### src/rtl/rv_pkg.sv
// Shared RISC-V datapath types: register index and data widths plus the
// writeback entry carried through the load-result buffer.
package rv_pkg;

    localparam int XLEN      = 32;
    localparam int REG_IDX_W = 5;

    typedef struct packed {
        logic [REG_IDX_W-1:0] rd;
        logic [XLEN-1:0]      data;
    } wb_entry_t;

    // x0 is hardwired to zero, so results aimed at it never reach the file.
    function automatic logic is_arch_reg(input logic [REG_IDX_W-1:0] idx);
        return idx != '0;
    endfunction

endpackage

### src/rtl/regfile_writeback_if.sv
// Writeback bus: ALU and load result channels plus the register-file write port.
// Forwarding query ports exist only when WB_FWD_EN is defined.
interface regfile_writeback_if;
    import rv_pkg::*;

    logic                 alu_valid;
    logic                 alu_ready;
    logic [REG_IDX_W-1:0] alu_rd;
    logic [XLEN-1:0]      alu_data;

    logic                 mem_valid;
    logic                 mem_ready;
    logic [REG_IDX_W-1:0] mem_rd;
    logic [XLEN-1:0]      mem_data;

    logic [REG_IDX_W-1:0] rd;
    logic                 wen;
    logic [XLEN-1:0]      rdData;

`ifdef WB_FWD_EN
    logic [REG_IDX_W-1:0] fwd_rs1;
    logic [REG_IDX_W-1:0] fwd_rs2;
    logic                 fwd_hit1;
    logic                 fwd_hit2;
    logic [XLEN-1:0]      fwd_data1;
    logic [XLEN-1:0]      fwd_data2;
`endif

    modport slave (
        input  alu_valid, alu_rd, alu_data,
        input  mem_valid, mem_rd, mem_data,
        output alu_ready, mem_ready,
        output rd, wen, rdData
`ifdef WB_FWD_EN
        ,
        input  fwd_rs1, fwd_rs2,
        output fwd_hit1, fwd_hit2, fwd_data1, fwd_data2
`endif
    );

    modport master (
        output alu_valid, alu_rd, alu_data,
        output mem_valid, mem_rd, mem_data,
        input  alu_ready, mem_ready,
        input  rd, wen, rdData
`ifdef WB_FWD_EN
        ,
        output fwd_rs1, fwd_rs2,
        input  fwd_hit1, fwd_hit2, fwd_data1, fwd_data2
`endif
    );

endinterface

### src/rtl/wb_fifo.sv
// Synchronous FIFO of writeback entries buffering load results until they win
// the write port. DEPTH must be a power of two so the pointers wrap naturally.
module wb_fifo
    import rv_pkg::*;
#(
    parameter int DEPTH = 2
) (
    input  logic      clk,
    input  logic      rst,
    input  logic      push,
    input  wb_entry_t push_data,
    input  logic      pop,
    output logic      full,
    output logic      empty,
    output wb_entry_t head
);

    localparam int AW = (DEPTH > 1) ? $clog2(DEPTH) : 1;

    wb_entry_t         mem_q [DEPTH];
    wb_entry_t         mem_d [DEPTH];
    logic [AW-1:0]     wr_ptr_q, wr_ptr_d;
    logic [AW-1:0]     rd_ptr_q, rd_ptr_d;
    logic [AW:0]       count_q, count_d;
    logic              do_push;
    logic              do_pop;

    assign full  = (count_q == (AW+1)'(DEPTH));
    assign empty = (count_q == '0);
    assign head  = mem_q[rd_ptr_q];

    // A pop frees its slot in time for a same-cycle push, even when full.
    always_comb begin
        do_pop   = pop && !empty;
        do_push  = push && (!full || do_pop);
        mem_d    = mem_q;
        wr_ptr_d = wr_ptr_q;
        rd_ptr_d = rd_ptr_q;
        count_d  = count_q;
        if (do_push) begin
            mem_d[wr_ptr_q] = push_data;
            wr_ptr_d        = wr_ptr_q + AW'(1);
        end
        if (do_pop) begin
            rd_ptr_d = rd_ptr_q + AW'(1);
        end
        case ({do_push, do_pop})
            2'b10:   count_d = count_q + (AW+1)'(1);
            2'b01:   count_d = count_q - (AW+1)'(1);
            default: count_d = count_q;
        endcase
    end

    always_ff @(posedge clk) begin
        if (rst) begin
            wr_ptr_q <= '0;
            rd_ptr_q <= '0;
            count_q  <= '0;
        end else begin
            wr_ptr_q <= wr_ptr_d;
            rd_ptr_q <= rd_ptr_d;
            count_q  <= count_d;
        end
    end

    always_ff @(posedge clk) begin
        mem_q <= mem_d;
    end

endmodule

### src/rtl/regfile_writeback.sv
// Merges ALU and load results onto the single register-file write port.
// Defining WB_FWD_EN adds combinational forwarding from the registered write.
module regfile_writeback
    import rv_pkg::*;
#(
    parameter int FIFO_DEPTH   = 2,
    parameter int STARVE_LIMIT = 3
) (
    input  logic                clk,
    input  logic                rst,
    regfile_writeback_if.slave  wb
);

    localparam int SW = (STARVE_LIMIT > 0) ? $clog2(STARVE_LIMIT + 1) : 1;

    wb_entry_t            fifo_head;
    wb_entry_t            mem_entry;
    logic                 fifo_full;
    logic                 fifo_empty;
    logic                 throttle;
    logic                 alu_fire;
    logic                 mem_fire;
    logic                 fifo_pop;

    logic [SW-1:0]        starve_q, starve_d;
    logic                 wen_q, wen_d;
    logic [REG_IDX_W-1:0] rd_q, rd_d;
    logic [XLEN-1:0]      data_q, data_d;

    assign mem_entry.rd   = wb.mem_rd;
    assign mem_entry.data = wb.mem_data;

    wb_fifo #(
        .DEPTH (FIFO_DEPTH)
    ) u_fifo (
        .clk       (clk),
        .rst       (rst),
        .push      (mem_fire),
        .push_data (mem_entry),
        .pop       (fifo_pop),
        .full      (fifo_full),
        .empty     (fifo_empty),
        .head      (fifo_head)
    );

    assign throttle     = (starve_q == SW'(STARVE_LIMIT));
    assign wb.alu_ready = rst || !throttle;
    assign wb.mem_ready = rst || !fifo_full;

    // ALU wins the port unless it is throttled; x0 results retire silently.
    always_comb begin
        alu_fire = wb.alu_valid && !throttle && !rst;
        mem_fire = wb.mem_valid && !fifo_full && !rst;
        fifo_pop = !alu_fire && !fifo_empty && !rst;
        starve_d = (fifo_full && alu_fire) ? starve_q + SW'(1) : '0;
        wen_d    = 1'b0;
        rd_d     = rd_q;
        data_d   = data_q;
        if (alu_fire) begin
            if (is_arch_reg(wb.alu_rd)) begin
                wen_d  = 1'b1;
                rd_d   = wb.alu_rd;
                data_d = wb.alu_data;
            end
        end else if (fifo_pop) begin
            if (is_arch_reg(fifo_head.rd)) begin
                wen_d  = 1'b1;
                rd_d   = fifo_head.rd;
                data_d = fifo_head.data;
            end
        end
    end

    always_ff @(posedge clk) begin
        if (rst) begin
            starve_q <= '0;
            wen_q    <= 1'b0;
            rd_q     <= '0;
            data_q   <= '0;
        end else begin
            starve_q <= starve_d;
            wen_q    <= wen_d;
            rd_q     <= rd_d;
            data_q   <= data_d;
        end
    end

    assign wb.wen    = wen_q;
    assign wb.rd     = rd_q;
    assign wb.rdData = data_q;

`ifdef WB_FWD_EN
    assign wb.fwd_hit1  = wen_q && is_arch_reg(rd_q) && (rd_q == wb.fwd_rs1);
    assign wb.fwd_hit2  = wen_q && is_arch_reg(rd_q) && (rd_q == wb.fwd_rs2);
    assign wb.fwd_data1 = data_q;
    assign wb.fwd_data2 = data_q;
`endif

endmodule

### src/flat_wrapper.sv
// flat-port wrapper written by rule: the top's interface ports become plain ports
module regfile_writeback_flat import rv_pkg::*;
#(
    parameter int FIFO_DEPTH   = 2,
    parameter int STARVE_LIMIT = 3
)
  (clk, rst, wb_alu_valid, wb_alu_rd, wb_alu_data, wb_mem_valid, wb_mem_rd, wb_mem_data, wb_alu_ready, wb_mem_ready, wb_rd, wb_wen, wb_rdData);
  regfile_writeback_if wb_i ();
  input  logic clk;
  input  logic rst;
  input wire logic [$bits(wb_i.alu_valid)-1:0] wb_alu_valid;
  input wire logic [$bits(wb_i.alu_rd)-1:0] wb_alu_rd;
  input wire logic [$bits(wb_i.alu_data)-1:0] wb_alu_data;
  input wire logic [$bits(wb_i.mem_valid)-1:0] wb_mem_valid;
  input wire logic [$bits(wb_i.mem_rd)-1:0] wb_mem_rd;
  input wire logic [$bits(wb_i.mem_data)-1:0] wb_mem_data;
  output wire logic [$bits(wb_i.alu_ready)-1:0] wb_alu_ready;
  output wire logic [$bits(wb_i.mem_ready)-1:0] wb_mem_ready;
  output wire logic [$bits(wb_i.rd)-1:0] wb_rd;
  output wire logic [$bits(wb_i.wen)-1:0] wb_wen;
  output wire logic [$bits(wb_i.rdData)-1:0] wb_rdData;
  assign wb_i.alu_valid = wb_alu_valid;
  assign wb_i.alu_rd = wb_alu_rd;
  assign wb_i.alu_data = wb_alu_data;
  assign wb_i.mem_valid = wb_mem_valid;
  assign wb_i.mem_rd = wb_mem_rd;
  assign wb_i.mem_data = wb_mem_data;
  assign wb_alu_ready = wb_i.alu_ready;
  assign wb_mem_ready = wb_i.mem_ready;
  assign wb_rd = wb_i.rd;
  assign wb_wen = wb_i.wen;
  assign wb_rdData = wb_i.rdData;
  regfile_writeback #(.FIFO_DEPTH(FIFO_DEPTH), .STARVE_LIMIT(STARVE_LIMIT)) u_core (.clk(clk), .rst(rst), .wb(wb_i));
endmodule
### config.mk
export PLATFORM = sky130hd
export DESIGN_NAME = regfile_writeback_flat
export DESIGN_NICKNAME = d
export VERILOG_FILES = /design/src/rtl/rv_pkg.sv /design/src/rtl/regfile_writeback_if.sv /design/src/rtl/wb_fifo.sv /design/src/rtl/regfile_writeback.sv /design/src/flat_wrapper.sv
export SDC_FILE = /design/constraint.sdc
export NUM_CORES = 1
export LEC_CHECK = 0
export BUFFER_PORTS_ARGS = -buffer_cell sky130_fd_sc_hd__buf_2
export CORE_MARGIN = 2
export CORE_UTILIZATION = 53
export DETAILED_ROUTE_END_ITERATION = 10
export GPL_ROUTABILITY_DRIVEN = 0
export GPL_TIMING_DRIVEN = 0
export PLACE_DENSITY = 0.79
export SYNTH_ARGS = -nofsm -noshare
export SYNTH_HDL_FRONTEND = slang
export SYNTH_SLANG_ARGS = --single-unit
export TNS_END_PERCENT = 50
### constraint.sdc
create_clock -name clk -period 3.5 [get_ports clk]
set_input_delay 0.525 -clock clk [delete_from_list [all_inputs] [get_ports clk]]
set_output_delay 0.525 -clock clk [all_outputs]
set_load 0.01 [all_outputs]
==> impl_metrics.ini <==
[setup_path]
critPathBufInv = 2
worstSetupStartpointType = flop
critPathCaptureType = flop
timing.rr.start = u_core.u_fifo.count_q[0]
path_cells = nor2b_1, nor3b_1, inv_1, nor2_4, buf_16
rr_worst_depth = 5
reg2reg_slack_ns = 1.35
slowest_delay_ns = 0.56
worst-endpoint-required_ns = 3.70
critPathKind = flop to flop
crit_path_max_fanout = 20
startpoint = u_core.u_fifo.count_q[0]
r2r_end = u_core.u_fifo.mem_q[41]
critical_path_arrival_ns = 2.35
cp_top_family = simple AND/OR/NAND/NOR gates
slowest_stage = nor2_4

[place]
port_buffers = 116
dpl.cell_count = 586
place_ws_ns = 1.12
dp_hpwl_um = 6720
dpl_cell_area_sq_um = 5540

[status]
outcome = finished, final reports clean

[power_and_ir_drop]
p_int_w = 0.00296
p_sw_share_pct = 23.0
power.share.clock_pct = 45.2
p_leak_nw = 2.59
switchingPower_w = 0.000888
comb_power_share_pct = 12.4
p_total_w = 0.00385
powerDensity_nw_per_um2 = 627
seqPwrFrac_pct = 42.4
vdd_ir_drop_max_v = 0.000349

[min_path]
timing.hold.worst.start = wb_mem_data[15]
hold_class = input port to flop
holdPathEnd = u_core.u_fifo.mem_q[15]
hold_depth = 1

[sta]
relSlewSlack_pct = 38.3
tns_ns = 0
finalMaxSlewViolations = 0
finClkSkew_ns = 0.00629
period_needed_ns = 2.15
min_period_over_period_pct = 61.5
max_freq_ghz = 0.465
rsz0062_at_grt = false
final-hold-violation-count = 0
timing.final.ws_setup_ns = 1.35
worst_pin_slew_ns = 0.925
finalSetupViolCount = 0

[drt]
drt_iter0_drc = 91
vias = 3205
drt-vias-per-instance = 5.18
wl_per_cell_um = 16.2
wl_um = 10100
first_pass_iters = 5
drc = 0
postRouteAntennaNets = 0

[yosys]
syn_nets = 441
yosysSeqAreaShare_pct = 64.8
synth_top_area_share_pct = 46.4
syn_inst = 361
synth_edf_count = 74
ys_warn_count = 0
synth.avg_cell_area_sq_um = 13.3
netlist_area_sq_um = 4790
synth_area_leader_cell = edfxtp_1
ys.flop_type = edfxtp_1
synthTopCellsByCount = edfxtp_1, mux2i_1, dfxtp_1, nor2_1, nand2b_1
ys_async_sr_fraction_pct = 0
synth-seq-cells = 118
synth.distinct_cells = 31
synth_area_leaders = edfxtp_1, dfxtp_1, mux2i_1

[global_route]
grt_pass1_wl_um = 15900
gr-total-overflow = 0
grt_antenna_before_repair = 1
first_global_vias = 3328
grt_max_degree = 38
grt_usage_pct = 21.2

[clock_network]
cts_sinks = 118
cts_max_level = 4
clk_path_buf_depth = 2
cts_resized = 0
cts_hold_buf = 0
clockRootBuffer = clkbuf_8
cts_tree = built
post-cts-setup-buffer-count = 0
insertion_delay_ns = 0.49
clkTransAtPathRegs_ns = 0.06
cts-buffers-inserted = 17

[floorplan]
core_sq_um = 8760
die_h_um = 99.1
initial_core_util_pct = 54.7
num_io_pins = 118
die_width_um = 99.1
die_area_sq_um = 9810
rows = 34

[finish]
final_area_sq_um = 6150
areaGrowthSynthToFinish_pct = 28.3
drive_gt1_share_pct = 33.1
fillers = 614
fin_cells = 619
nets = 577

[flow_run]
drv_cap = 0
[power by group through the flow]
stage	clock network (W)	registers, W	logic [W]
3_3_place_gp	0	0.00166	0.000456
2_1_floorplan	0	0.00169	0.000267
5_1_grt	0.00183	0.00164	0.000524
6_report	0.00174	0.00163	0.000476
4_1_cts	0.00176	0.00163	0.000481
3_5_place_dp	0	0.00166	0.000477
[layer usage]
metal | share of wire (%) | GRT usage, % | vias to the layer above | wire length [um]
met5 | 0 | 0 | - | 0
met4 | 0.31 | 5.06 | 0 | 31
met3 | 7.0 | 7.02 | 2 | 701
met2 | 51 | 37.4 | 103 | 5150
met1 | 41 | 25.2 | 1538 | 4170
li1 | - | - | 1562 | -
[per-stage QoR]
| step | util, % | hold WS, ns |
|---|---|---|
| floorplan | - | 0.396 |
| global placement | 62.8 | 0.403 |
| detailed placement | 63.2 | 0.413 |
| CTS | 70.1 | 0.197 |
| global route | 70.1 | 0.188 |
| finish | 70.1 | 0.223 |
[registers in the layout, indices dropped and copies added, names as in the netlist]
register                cells
u_core.starve_q             2
u_core.u_fifo.rd_ptr_q      1
u_core.wb.wen               1
u_core.u_fifo.mem_q        74
u_core.wb.rdData           32
u_core.wb.rd                5
u_core.u_fifo.count_q       2
u_core.u_fifo.wr_ptr_q      1
[final cells by class]
class	instances	area (sq um)	share of cell area, %
antenna	1	2.50	0.0407
buffer	22	145	2.36
clock buffer	19	422	6.86
clock inverter	13	180	2.93
inverter	2	7.51	0.122
multi-input combinational	219	1540	25.1
sequential	118	3100	50.5
tap	108	135	2.20
timing repair buffer	117	608	9.89
[worst max-delay path by stage]
| stage | cells after the start | slack [ns] | end |
|---|---|---|---|
| after floorplan | 4 | 0.40 | u_core.u_fifo.mem_q[37] |
| after global placement | 4 | -0.56 | u_core.u_fifo.mem_q[44] |
| after detailed placement | 3 | 1.12 | u_core.u_fifo.mem_q[7] |
| after CTS | 5 | 1.35 | u_core.u_fifo.mem_q[54] |
| after global routing | 5 | 1.21 | u_core.u_fifo.mem_q[38] |
| final | 5 | 1.35 | u_core.u_fifo.mem_q[41] |
[logic make-up after synthesis]
group | after synthesis | share of synthesized area (%)
flops | 118 | 64.8
simple gates | 98 | 10.8
mux | 75 | 15.7
compound gates | 41 | 4.47
buf+inv | 24 | 3.19
xor+xnor | 3 | 0.549
fa+ha+maj | 2 | 0.522
[placed cells by master, fill, tap and decap left out, types with 2 or more instances in the layout]
cell          n
buf_4         3
nor2_1       43
buf_2       125
a21oi_1      38
clkbuf_1      9
buf_12        2
clkbuf_16    16
xnor2_1       2
bufinv_16     4
edfxtp_1     74
nand2_1       2
nor2b_1       2
nor3b_1       2
dfxtp_1      44
ha_1          2
clkinv_4      2
clkinv_2      3
clkinvlp_4    2
nand2b_1     39
mux2i_1      74
nor3_1        2
Note: power is estimated with default switching activity, not from simulation.
